**src/rtl/uart_pkg.sv**
```systemverilog
// uart_pkg
//   Definitions shared by the UART transmitter and receiver: the common
//   baud divisor, the data width and the receiver state encoding.
//   No ports.
package uart_pkg;

  // Clock cycles per bit at 115200 baud from the 133.33 MHz system clock.
  localparam int B115K2 = 1157;

  localparam int UART_DATA_W = 8;

  typedef enum logic [2:0] {
    WAIT_HIGH,
    IDLE,
    START,
    DATA,
    STOP
  } rx_state_t;

endpackage

```
**src/rtl/uart_rx_sync.sv**
```systemverilog
// uart_rx_sync
//   Brings the asynchronous receive pin into the clock domain through two
//   flops and flags a synchronized high-to-low transition.
// Ports
//   clk   : system clock, rising edge
//   rst_n : asynchronous active-low reset; every flop resets to the idle level 1
//   rxd   : raw serial pin
//   rxd_s : synchronized line level
//   fall  : high for one cycle when rxd_s goes from 1 to 0
module uart_rx_sync (
  input  logic clk,
  input  logic rst_n,
  input  logic rxd,
  output logic rxd_s,
  output logic fall
);

  logic meta;
  logic prev;

  // Two-stage synchronizer plus one history flop for edge detection.
  always_ff @(posedge clk or negedge rst_n) begin
    if (!rst_n) begin
      meta  <= 1'b1;
      rxd_s <= 1'b1;
      prev  <= 1'b1;
    end else begin
      meta  <= rxd;
      rxd_s <= meta;
      prev  <= rxd_s;
    end
  end

  assign fall = prev & ~rxd_s;

endmodule

```
**src/rtl/uart_rx_byte.sv**
```systemverilog
// uart_rx_byte
//   8N1 UART receiver. Deserialises uart_rxd into bytes held in a one-entry
//   buffer drained over a valid/ready handshake. Framing errors and dropped
//   bytes are reported as one-cycle pulses.
// Ports
//   clk         : system clock, rising edge
//   rst_n       : asynchronous active-low reset
//   uart_rxd    : asynchronous serial input, idles high
//   o_data      : received byte, stable while o_valid is high
//   o_valid     : buffer holds an unconsumed byte
//   i_ready     : consumer accepts the byte when o_valid is also high
//   o_frame_err : pulse when the stop bit samples 0
//   o_overrun   : pulse when a good byte is dropped because the buffer is full
module uart_rx_byte
  import uart_pkg::*;
#(
  parameter int CLK_DIV = B115K2
) (
  input  logic                   clk,
  input  logic                   rst_n,
  input  logic                   uart_rxd,
  output logic [UART_DATA_W-1:0] o_data,
  output logic                   o_valid,
  input  logic                   i_ready,
  output logic                   o_frame_err,
  output logic                   o_overrun
);

  localparam int BIT_W = $clog2(UART_DATA_W);
  localparam logic [15:0] HALF_M1 = 16'(CLK_DIV / 2 - 1);
  localparam logic [15:0] DIV_M1 = 16'(CLK_DIV - 1);
  localparam logic [BIT_W-1:0] LAST_BIT = BIT_W'(UART_DATA_W - 1);
  // Cycles the synchronizer needs to flush its reset value of 1.
  localparam logic [15:0] SETTLE = 16'd2;

  logic rxd_s;
  logic fall;

  rx_state_t state;
  logic [15:0] cnt;
  logic [BIT_W-1:0] bit_idx;
  logic [UART_DATA_W-1:0] shift;

  uart_rx_sync u_sync (
    .clk  (clk),
    .rst_n(rst_n),
    .rxd  (uart_rxd),
    .rxd_s(rxd_s),
    .fall (fall)
  );

  // Receive FSM, bit timing counter, shift register and the output buffer.
  // A transfer clears o_valid by default; a byte completing in the same
  // cycle overrides that clear further down.
  always_ff @(posedge clk or negedge rst_n) begin
    if (!rst_n) begin
      state       <= WAIT_HIGH;
      cnt         <= '0;
      bit_idx     <= '0;
      shift       <= '0;
      o_data      <= '0;
      o_valid     <= 1'b0;
      o_frame_err <= 1'b0;
      o_overrun   <= 1'b0;
    end else begin
      o_frame_err <= 1'b0;
      o_overrun   <= 1'b0;
      if (o_valid && i_ready) begin
        o_valid <= 1'b0;
      end

      case (state)
        // The synchronizer still shows its reset value of 1 for a couple of
        // cycles after reset, so let it settle before trusting a high line;
        // otherwise releasing reset mid-frame would look like a fresh start.
        WAIT_HIGH: begin
          if (cnt < SETTLE) begin
            cnt <= cnt + 16'd1;
          end else if (rxd_s) begin
            state <= IDLE;
          end
        end

        IDLE: begin
          if (fall) begin
            state <= START;
            cnt   <= '0;
          end
        end

        // Mid-start-bit check rejects short glitches.
        START: begin
          if (cnt == HALF_M1) begin
            if (rxd_s) begin
              state <= IDLE;
            end else begin
              state   <= DATA;
              cnt     <= '0;
              bit_idx <= '0;
            end
          end else begin
            cnt <= cnt + 16'd1;
          end
        end

        // LSB arrives first, so shifting in at the MSB leaves bit 0 at the LSB.
        DATA: begin
          if (cnt == DIV_M1) begin
            cnt     <= '0;
            shift   <= {rxd_s, shift[UART_DATA_W-1:1]};
            bit_idx <= bit_idx + 1'b1;
            if (bit_idx == LAST_BIT) begin
              state <= STOP;
            end
          end else begin
            cnt <= cnt + 16'd1;
          end
        end

        // Returning to IDLE at mid-stop-bit leaves half a bit of slack for
        // the next start edge, which absorbs baud mismatch.
        STOP: begin
          if (cnt == DIV_M1) begin
            cnt <= '0;
            if (rxd_s) begin
              state <= IDLE;
              if (!o_valid || i_ready) begin
                o_data  <= shift;
                o_valid <= 1'b1;
              end else begin
                o_overrun <= 1'b1;
              end
            end else begin
              o_frame_err <= 1'b1;
              state       <= WAIT_HIGH;
            end
          end else begin
            cnt <= cnt + 16'd1;
          end
        end

        default: begin
          state <= WAIT_HIGH;
          cnt   <= '0;
        end
      endcase
    end
  end

endmodule

```
**config.mk**
```make
export PLATFORM = sky130hd
export DESIGN_NAME = uart_rx_byte
export DESIGN_NICKNAME = d
export VERILOG_FILES = /design/src/rtl/uart_pkg.sv /design/src/rtl/uart_rx_sync.sv /design/src/rtl/uart_rx_byte.sv
export SDC_FILE = /design/constraint.sdc
export NUM_CORES = 1
export LEC_CHECK = 0
export BUFFER_PORTS_ARGS = -buffer_cell sky130_fd_sc_hd__buf_2
export CAP_MARGIN = 20
export CORE_ASPECT_RATIO = 0.75
export CORE_MARGIN = 5
export CORE_UTILIZATION = 40
export DETAILED_ROUTE_END_ITERATION = 10
export PLACE_DENSITY = 0.65
export SLEW_MARGIN = 10
export SYNTH_ARGS = -nofsm -noshare
export SYNTH_HDL_FRONTEND = slang
export SYNTH_SLANG_ARGS = --single-unit
```
**constraint.sdc**
```tcl
create_clock -name clk -period 6.6 [get_ports clk]
set_input_delay 0.99 -clock clk [delete_from_list [all_inputs] [get_ports clk]]
set_output_delay 0.99 -clock clk [all_outputs]
set_load 0.01 [all_outputs]
```
* Yosys cells after proc, flatten, opt, wreduce, memory -nomap -nowiden
Cells that the tools add are included.
Word-level totals: word-level logic and storage cells 76, input bits 4, register bits 44
Cells by class: bitwise logic cells 2, reductions and logical operators 11, add/subtract/negate cells 2, multiplexer cells 32, equality and inequality tests 17, magnitude comparators 1
Operator list (count):
- 16-bit two-way mux | 5
- 16-bit case mux with 4 select lines | 1
- 3-bit two-way mux | 10
- 16-bit by 1-bit adder with 16-bit output, second input constant | 1
- 16-bit by 10-bit equality test with 1-bit output, second input constant | 1
- 16-bit by 11-bit equality test with 1-bit output, second input constant | 1
- 16-bit by 2-bit < comparator with 1-bit output, second input constant | 1
- 2-bit inequality test, second input constant | 8
- 3-bit case mux with 5 select lines | 1
- 1-bit two-way mux | 13
- 4-bit AND reduction | 2
- 7-bit AND reduction | 1
- 3-bit by 2-bit equality test with 1-bit output, second input constant | 2
- 3-bit equality test, second input constant | 2
- 3-bit case mux with 2 select lines | 1
- 3-bit by 1-bit adder with 3-bit output, second input constant | 1
- 3-bit by 1-bit equality test with 1-bit output, second input constant | 1
- 3-bit logical NOT | 1
- 3-bit inequality test, second input constant | 1
- 3-bit AND reduction | 1
- 2-bit two-way mux | 1
- 2-bit by 1-bit inequality test with 1-bit output, second input constant | 1
- 2-bit AND reduction | 1
- 2-bit nonzero test | 1
- 6 further kinds | 6

* Logic depth before layout (Yosys ltp)
Gate-level depths: netlist of run 1.
depth in word-level cells 6, depth in mapped cells 9, mapped depth without buffers 8

* Modules after synthesis
From an unflattened synthesis of run 1, not the netlist that was laid out.
Second synthesis, totals: cells, all modules 208, area total of the unflattened synthesis 2194.6 um^2
Modules (own cells, without submodules):
- uart_rx_byte | seq. area each 1026.0 um^2, area an instance 2102.0 um^2, cells an instance 204, times used 1
- uart_rx_sync | seq. area each 78.8 um^2, area an instance 92.6 um^2, cells an instance 4, times used 1

* Worst setup path before layout of run 1
Ideal clock, no wire load.
kind flip-flop to flip-flop, start point register cnt[1], end point register cnt[12], library setup time 121 ps, required time 6479 ps, data arrival time 2341 ps, slack 4138 ps, cell stages (with the launch flop) 10, path buffers 1, cell sequence dfrtp_1 inv_1 ha_1 or4bb_1 nor4_4 nor3_1 or3_1 buf_6 a21o_1 a22o_1
Between the ends: word-level cells in the longest chain between the ends 3, elaborated cells between the ends (all ways) 11, classes of those cells add/sub (1); order compare (1); eq/ne (4); mux (4); reduce/logical (1)
Ends and longest elaborated chain:
- start: declaration | line uart_rx_byte.sv:40 | logic [15:0] cnt;
- start signal: assignment | line uart_rx_byte.sv:78 | cnt <= cnt + 16'd1;
- start signal: assignment | line uart_rx_byte.sv:102 | cnt <= cnt + 16'd1;
- start signal: assignment | line uart_rx_byte.sv:116 | cnt <= cnt + 16'd1;
- 16-bit by 1-bit adder with 16-bit output (tied with other cells)
- 16-bit two-way mux (tied with other cells) | line uart_rx_byte.sv:108, uart_rx_byte.sv:123
- 16-bit case mux with 4 select lines or 3-bit AND reduction (tied branches)
Several ways; a longest one is shown, not always the timed one. The select of a mux whose other input is x is not followed. A chain may end at the register's enable or synchronous reset.

* Final worst setup path of run 1
start point register cnt[1], end point register cnt[3]
Same word-level chain as after synthesis.

==> impl_metrics.env, run 1 <==
export IMPL_syn_nets=220
export IMPL_status="finished, final reports clean"
export IMPL_max_cap_viol_count=0
export IMPL_r2r_cells=8
export IMPL_path_clk_slew_ps=80
export IMPL_slew_violations=0
export IMPL_yosysTopAreaCell="dfrtp_1"
export IMPL_grt_overflow_total=0
export IMPL_grt_pass1_vias=1498
export IMPL_synth_area_um2=2230
export IMPL_synth_top_cell_area_share_pct=46.1
export IMPL_hp_class="reg -> reg"
export IMPL_fin_crit_ps=3020
export IMPL_die_h_um=74.6
export IMPL_grt_pass1_wl_um=7270
export IMPL_synth_enable_flop_cells=0
export IMPL_leakage_uw=0.00117
export IMPL_path_max_fanout=19
export IMPL_crit_path_end_kind="flop"
export IMPL_yosysUniqueCellTypes=42
export IMPL_area_delta_synth_final_pct=12.1
export IMPL_yosys_warnings=0
export IMPL_cts_tree="built"
export IMPL_total_power_uw=764
export IMPL_setup_violations=0
export IMPL_hold_buffers=0
export IMPL_grt_use_met1_pct=19.8
export IMPL_ant_nets=0
export IMPL_critPathLaunchType="flop"
export IMPL_yosys_top_cells_area="dfrtp_1, mux2_2, nand2_1"
export IMPL_cts_sinks=44
export IMPL_postSynthAreaPerCell_um2=10.5
export IMPL_core_um2=5380
export IMPL_dp_hpwl_um=2900
export IMPL_drt_total_wl_um=4140
export IMPL_fin_crit_sh_pct=45.8
export IMPL_layout_common_cells="dfrtp_1, nand2_1, nor2_1, mux2_2, buf_2"
export IMPL_worst_slew_pin_slew_ps=868
export IMPL_track_usage_pct=12.9
export IMPL_holdPathStages=0
export IMPL_ctsResizeCount=0
export IMPL_async_reset_ff_share_pct=100
export IMPL_synth_top_flop_cell="dfrtp_1"
export IMPL_ctsRootBufferMaster="clkbuf_8"
export IMPL_critical_path_class="reg -> reg"
export IMPL_first_pass_iters=4
export IMPL_grt_max_degree=45
export IMPL_tns_ps=0
export IMPL_finalHoldViolCount=0
export IMPL_max_freq_mhz=331
export IMPL_grt_met2_usage_pct=18.1
export IMPL_clock_latency_ps=290
export IMPL_final_common_cell="dfrtp_1"
export IMPL_viasPerCell=5.31
export IMPL_drive_above_1_share_pct=20.2
export IMPL_required_ps=6780
export IMPL_core_rowCount=23
export IMPL_ctsLongestPathBuffers=2
export IMPL_wl_per_cell_um=13.7
export IMPL_pin_count=15
export IMPL_rsz0062_at_grt="no"
export IMPL_nNetsFinal=236
export IMPL_dieArea_um2=7170
export IMPL_busiest_layer="met1"
export IMPL_powerDensity_nw_per_um2=306
export IMPL_cts_setup_buffers=0
export IMPL_drt_iter0_markers=140
export IMPL_antenna_found_initial=0
export IMPL_numCtsBuffers=5
export IMPL_skew_ps=7.05
export IMPL_vias=1608
export IMPL_ys_seq_area_share_pct=49.6
export IMPL_max_slew_margin_pct=41.9
export IMPL_fin_worst_hold_slack_ps=358
export IMPL_place_gp_congestion=0.860
export IMPL_cp_data_arrival_time_ps=3200
export IMPL_synthCells=211
export IMPL_start_util_pct=41.4
export IMPL_numPortBuffers=14
export IMPL_vdd_ir_drop_max_v=0.000119
export IMPL_h_tree_depth=2
export IMPL_ys_seq_elements=44
export IMPL_diodes=0
export IMPL_die_x_um=96.1
export IMPL_grt_util_met3_pct=2.43
export IMPL_post_route_drc_count=0
## state kept, by name, summed over array words and instances, names as in the netlist
signal / flops
bit_idx: 3
cnt: 16
u_sync.prev: 1
o_frame_err: 1
o_data: 8
shift: 8
o_overrun: 1
u_sync.meta: 1
state: 3
u_sync.rxd_s: 1
o_valid: 1
## worst max-delay path: stages (launching register included)
cell and delay, ps:
dfrtp_1 450, inv_1 110, ha_1 130, or4bb_1 520, nor4_4 330, nand2_1 140, o21ai_2 600, nor2_1 340
a22o_1 290
## kinds of logic (layout without fill, tap and decap cells)
logic type / Yosys count / count (layout) / share of synthesized area, %
and+or+nand+nor: 84 / 84 / 21.1
adders and majority gates: 5 / 5 / 2.81
buffers and inverters: 14 / 31 / 2.87
muxes: 17 / 17 / 8.49
DFF: 44 / 44 / 49.6
AOI/OAI and AO/OA: 47 / 47 / 15.1
## cells in the mapped netlist, drive strengths merged (2+ instances only)
master    n
and3      2
nand4     5
ha        5
nor3      7
nand2    25
a21o      6
nand2b    3
o21bai    3
buf       4
a2bb2oi   5
dfstp     3
or3       3
o21ai    12
nand3     9
dfrtp    41
inv       7
mux2i     2
nor2b     2
mux2     15
or4       4
a21oi     4
nor2     15
clkbuf    2
nor4      2
nor3b     2
a22o      8
o31ai     4
## metrics by stage
stage	worst slack, ps	util [%]	area [µm²]	cells
4_1_cts	3620	45.8	2470	302
3_3_place_gp	3710	43.8	2360	294
3_5_place_dp	3640	43.8	2360	294
6_report	3580	46.4	2490	303
5_1_grt	3410	46.4	2490	303
2_1_floorplan	4140	-	2230	211
## layer usage
metal / share of wire, % / up-vias / routed length [µm]
met2: 42 / 29 / 1750
li1: - / 806 / -
met4: 1.1 / 0 / 44
met3: 5.0 / 4 / 206
met5: 0 / - / 0
met1: 52 / 769 / 2130
## where the power goes
part	leakage [µW]	total (µW)	internal (µW)	switching, µW
clock	0.0000541	202	112	90.5
sequential	0.000595	324	290	34.4
combinational	0.000526	237	91.2	146
## final timing paths
path,start,slack (ps),endpoint
worst max-delay path,cnt[1],3580,cnt[3]
worst min-delay path,u_sync.meta,360,u_sync.rxd_s
worst max register to register,cnt[1],3580,cnt[3]
worst min register to register,u_sync.meta,360,u_sync.rxd_s
max in group asynchronous,rst_n,5370,u_sync.meta
min in group asynchronous,rst_n,650,o_data[4]
## final cells by class
cell class / count / area [µm²]
multi-input combinational: 153 / 1060
inverter: 8 / 30.0
tap: 75 / 93.8
fill: 509 / 2890
clock inverter: 3 / 42.5
clock buffer: 5 / 68.8
sequential: 44 / 1100
timing repair buffer: 15 / 97.6
(Power assumes the default switching activity.)
==> inputs of run 2 (changes only) <==
==> constraint.sdc (replaced) <==
create_clock -name clk -period 3 [get_ports clk]
set_input_delay 0.45 -clock clk [delete_from_list [all_inputs] [get_ports clk]]
set_output_delay 0.45 -clock clk [all_outputs]
set_load 0.01 [all_outputs]
==> run 2 against run 1 <==
Combinational power grew 140%; critical path depth is the same; hold slack got worse by 110 ps; first-iteration DRC count up 5.0%; cell count grew 1.7%; routed wire length up 3.6%; sequential power is 120% higher; sequential share of layout area shrank 0.57 points; non-clock buffer count rose by 5; fmax grew 11%; critical path type unchanged; largest cell class unchanged.
==> impl_metrics.env, run 2 (same netlist as run 1, synthesis figures left out) <==
export IMPL_grt_pass1_wl_um=7820
export IMPL_track_usage_pct=14.0
export IMPL_slew_violations=0
export IMPL_drt_total_wl_um=4290
export IMPL_comb_power_share_pct=31.9
export IMPL_cts_sinks=44
export IMPL_h_tree_depth=2
export IMPL_drive_above_1_share_pct=21.9
export IMPL_hp_class="in -> reg"
export IMPL_r2r_cells=8
export IMPL_cts_setup_buffers=0
export IMPL_hold_buffers=0
export IMPL_core_rowCount=23
export IMPL_grt_max_degree=45
export IMPL_grt_util_met3_pct=2.43
export IMPL_vias=1635
export IMPL_worst_slew_pin_slew_ps=939
export IMPL_grt_met2_usage_pct=19.5
export IMPL_critical_path_class="reg -> reg"
export IMPL_regMostFlops="cnt"
export IMPL_leakage_uw=0.00120
export IMPL_place_gp_congestion=0.816
export IMPL_grt_use_met1_pct=21.4
export IMPL_p_seq_share_pct=40.0
export IMPL_numPortBuffers=14
export IMPL_layout_common_cells="dfrtp_1, nand2_1, nor2_1, mux2_2, buf_2"
export IMPL_clock_latency_ps=300
export IMPL_ctsResizeCount=0
export IMPL_critPathLaunchType="flop"
export IMPL_ctsRootBufferMaster="clkbuf_8"
export IMPL_antenna_found_initial=0
export IMPL_skew_ps=4.04
export IMPL_crit_path_end_kind="flop"
export IMPL_max_slew_margin_pct=37.4
export IMPL_cts_tree="built"
export IMPL_largest_reg_flops=16
export IMPL_ant_nets=0
export IMPL_switchingPower_uw=603
export IMPL_endpoint="cnt[9]"
export IMPL_rr_endpoint="cnt[9]"
export IMPL_die_x_um=96.1
export IMPL_fin_crit_ps=2710
export IMPL_final_common_cell="dfrtp_1"
export IMPL_fin_crit_sh_pct=90.5
export IMPL_max_cap_viol_count=0
export IMPL_powerDensity_nw_per_um2=695
export IMPL_top_regs="cnt (16), o_data (8), shift (8)"
export IMPL_dieArea_um2=7170
export IMPL_finalHoldViolCount=0
export IMPL_vdd_ir_drop_max_v=0.000232
export IMPL_diodes=0
export IMPL_wl_per_cell_um=13.9
export IMPL_post_route_drc_count=0
export IMPL_r2r_start="cnt[1]"
export IMPL_die_h_um=74.6
export IMPL_grt_overflow_total=0
export IMPL_path_clk_slew_ps=80
export IMPL_cp_data_arrival_time_ps=2880
export IMPL_grt_pass1_vias=1578
export IMPL_tns_ps=0
export IMPL_setup_violations=0
export IMPL_crit_start="cnt[1]"
export IMPL_start_util_pct=41.4
export IMPL_status="finished, final reports clean"
export IMPL_clkPwrFrac_pct=28.1
export IMPL_viasPerCell=5.31
export IMPL_required_ps=3160
export IMPL_core_um2=5380
export IMPL_dp_hpwl_um=3040
export IMPL_preCtsSetupSlack_ps=290
export IMPL_switching_share_pct=34.3
export IMPL_busiest_layer="met1"
export IMPL_pin_count=15
export IMPL_area_delta_synth_final_pct=13.5
export IMPL_reg2reg_slack_ps=290
export IMPL_path_max_fanout=8
export IMPL_ctsLongestPathBuffers=2
export IMPL_rsz0062_at_grt="no"
export IMPL_finalWorstSetupSlack_ps=286
export IMPL_first_pass_iters=4
export IMPL_power_internal_uw=1150
export IMPL_drt_iter0_markers=147
export IMPL_numCtsBuffers=5
export IMPL_max_freq_mhz=368
export IMPL_nNetsFinal=241
[run 2: area by class of cell]
type	instances	area (µm²)
Multi-Input combinational cell	153	1060
Clock buffer	7	96.3
Sequential cell	44	1100
Tap cell	75	93.8
Timing Repair Buffer	20	115
Inverter	8	30.0
Clock inverter	1	30.0
Fill cell	504	2850
[run 2: worst min-delay path by stage]
stage / startpoint / to / slack, ps / cells after the start
global route: uart_rxd / u_sync.meta / 240 / 1
finish: uart_rxd / u_sync.meta / 250 / 1
CTS: uart_rxd / u_sync.meta / 250 / 1
floorplan: rst_n / bit_idx[0] / 150 / 0
detailed placement: u_sync.meta / u_sync.rxd_s / 350 / 0
global placement: u_sync.meta / u_sync.rxd_s / 350 / 0
[run 2: layer usage]
metal  vias to the layer above  routed length [µm]
met3                         5                 219
met2                        33                1800
met1                       780                2230
met5                         -                   0
met4                         0                  29
li1                        817                   -
[run 2: critical path, cell delays in order (launching register included)]
cell and delay (ps):
dfrtp_1 440, inv_1 100, ha_1 130, or4bb_1 520, nor4_4 310, nor3_1 110
or3_1 510, nand2b_1 310, o311ai_0 150
[run 2: through the flow]
stage / util [%] / cell area (µm²) / total power (µW) / hold slack [ps] / instances
finish: 47.0 / 2530 / 1760 / 249 / 308
CTS: 47.0 / 2530 / 1760 / 246 / 308
detailed placement: 44.6 / 2400 / 1270 / 349 / 300
global route: 47.0 / 2530 / 1890 / 239 / 308
global placement: 44.6 / 2400 / 1270 / 347 / 300
floorplan: - / 2230 / 1130 / 154 / 211
[run 2: power by group through the flow]
| stage | Clock [µW] | Combinational, µW | Sequential, µW |
|---|---|---|---|
| 2_1_floorplan | 0 | 438 | 694 |
| 3_3_place_gp | 0 | 552 | 713 |
| 3_5_place_dp | 0 | 558 | 712 |
| 4_1_cts | 502 | 561 | 701 |
| 5_1_grt | 536 | 638 | 713 |
| 6_report | 493 | 561 | 703 |
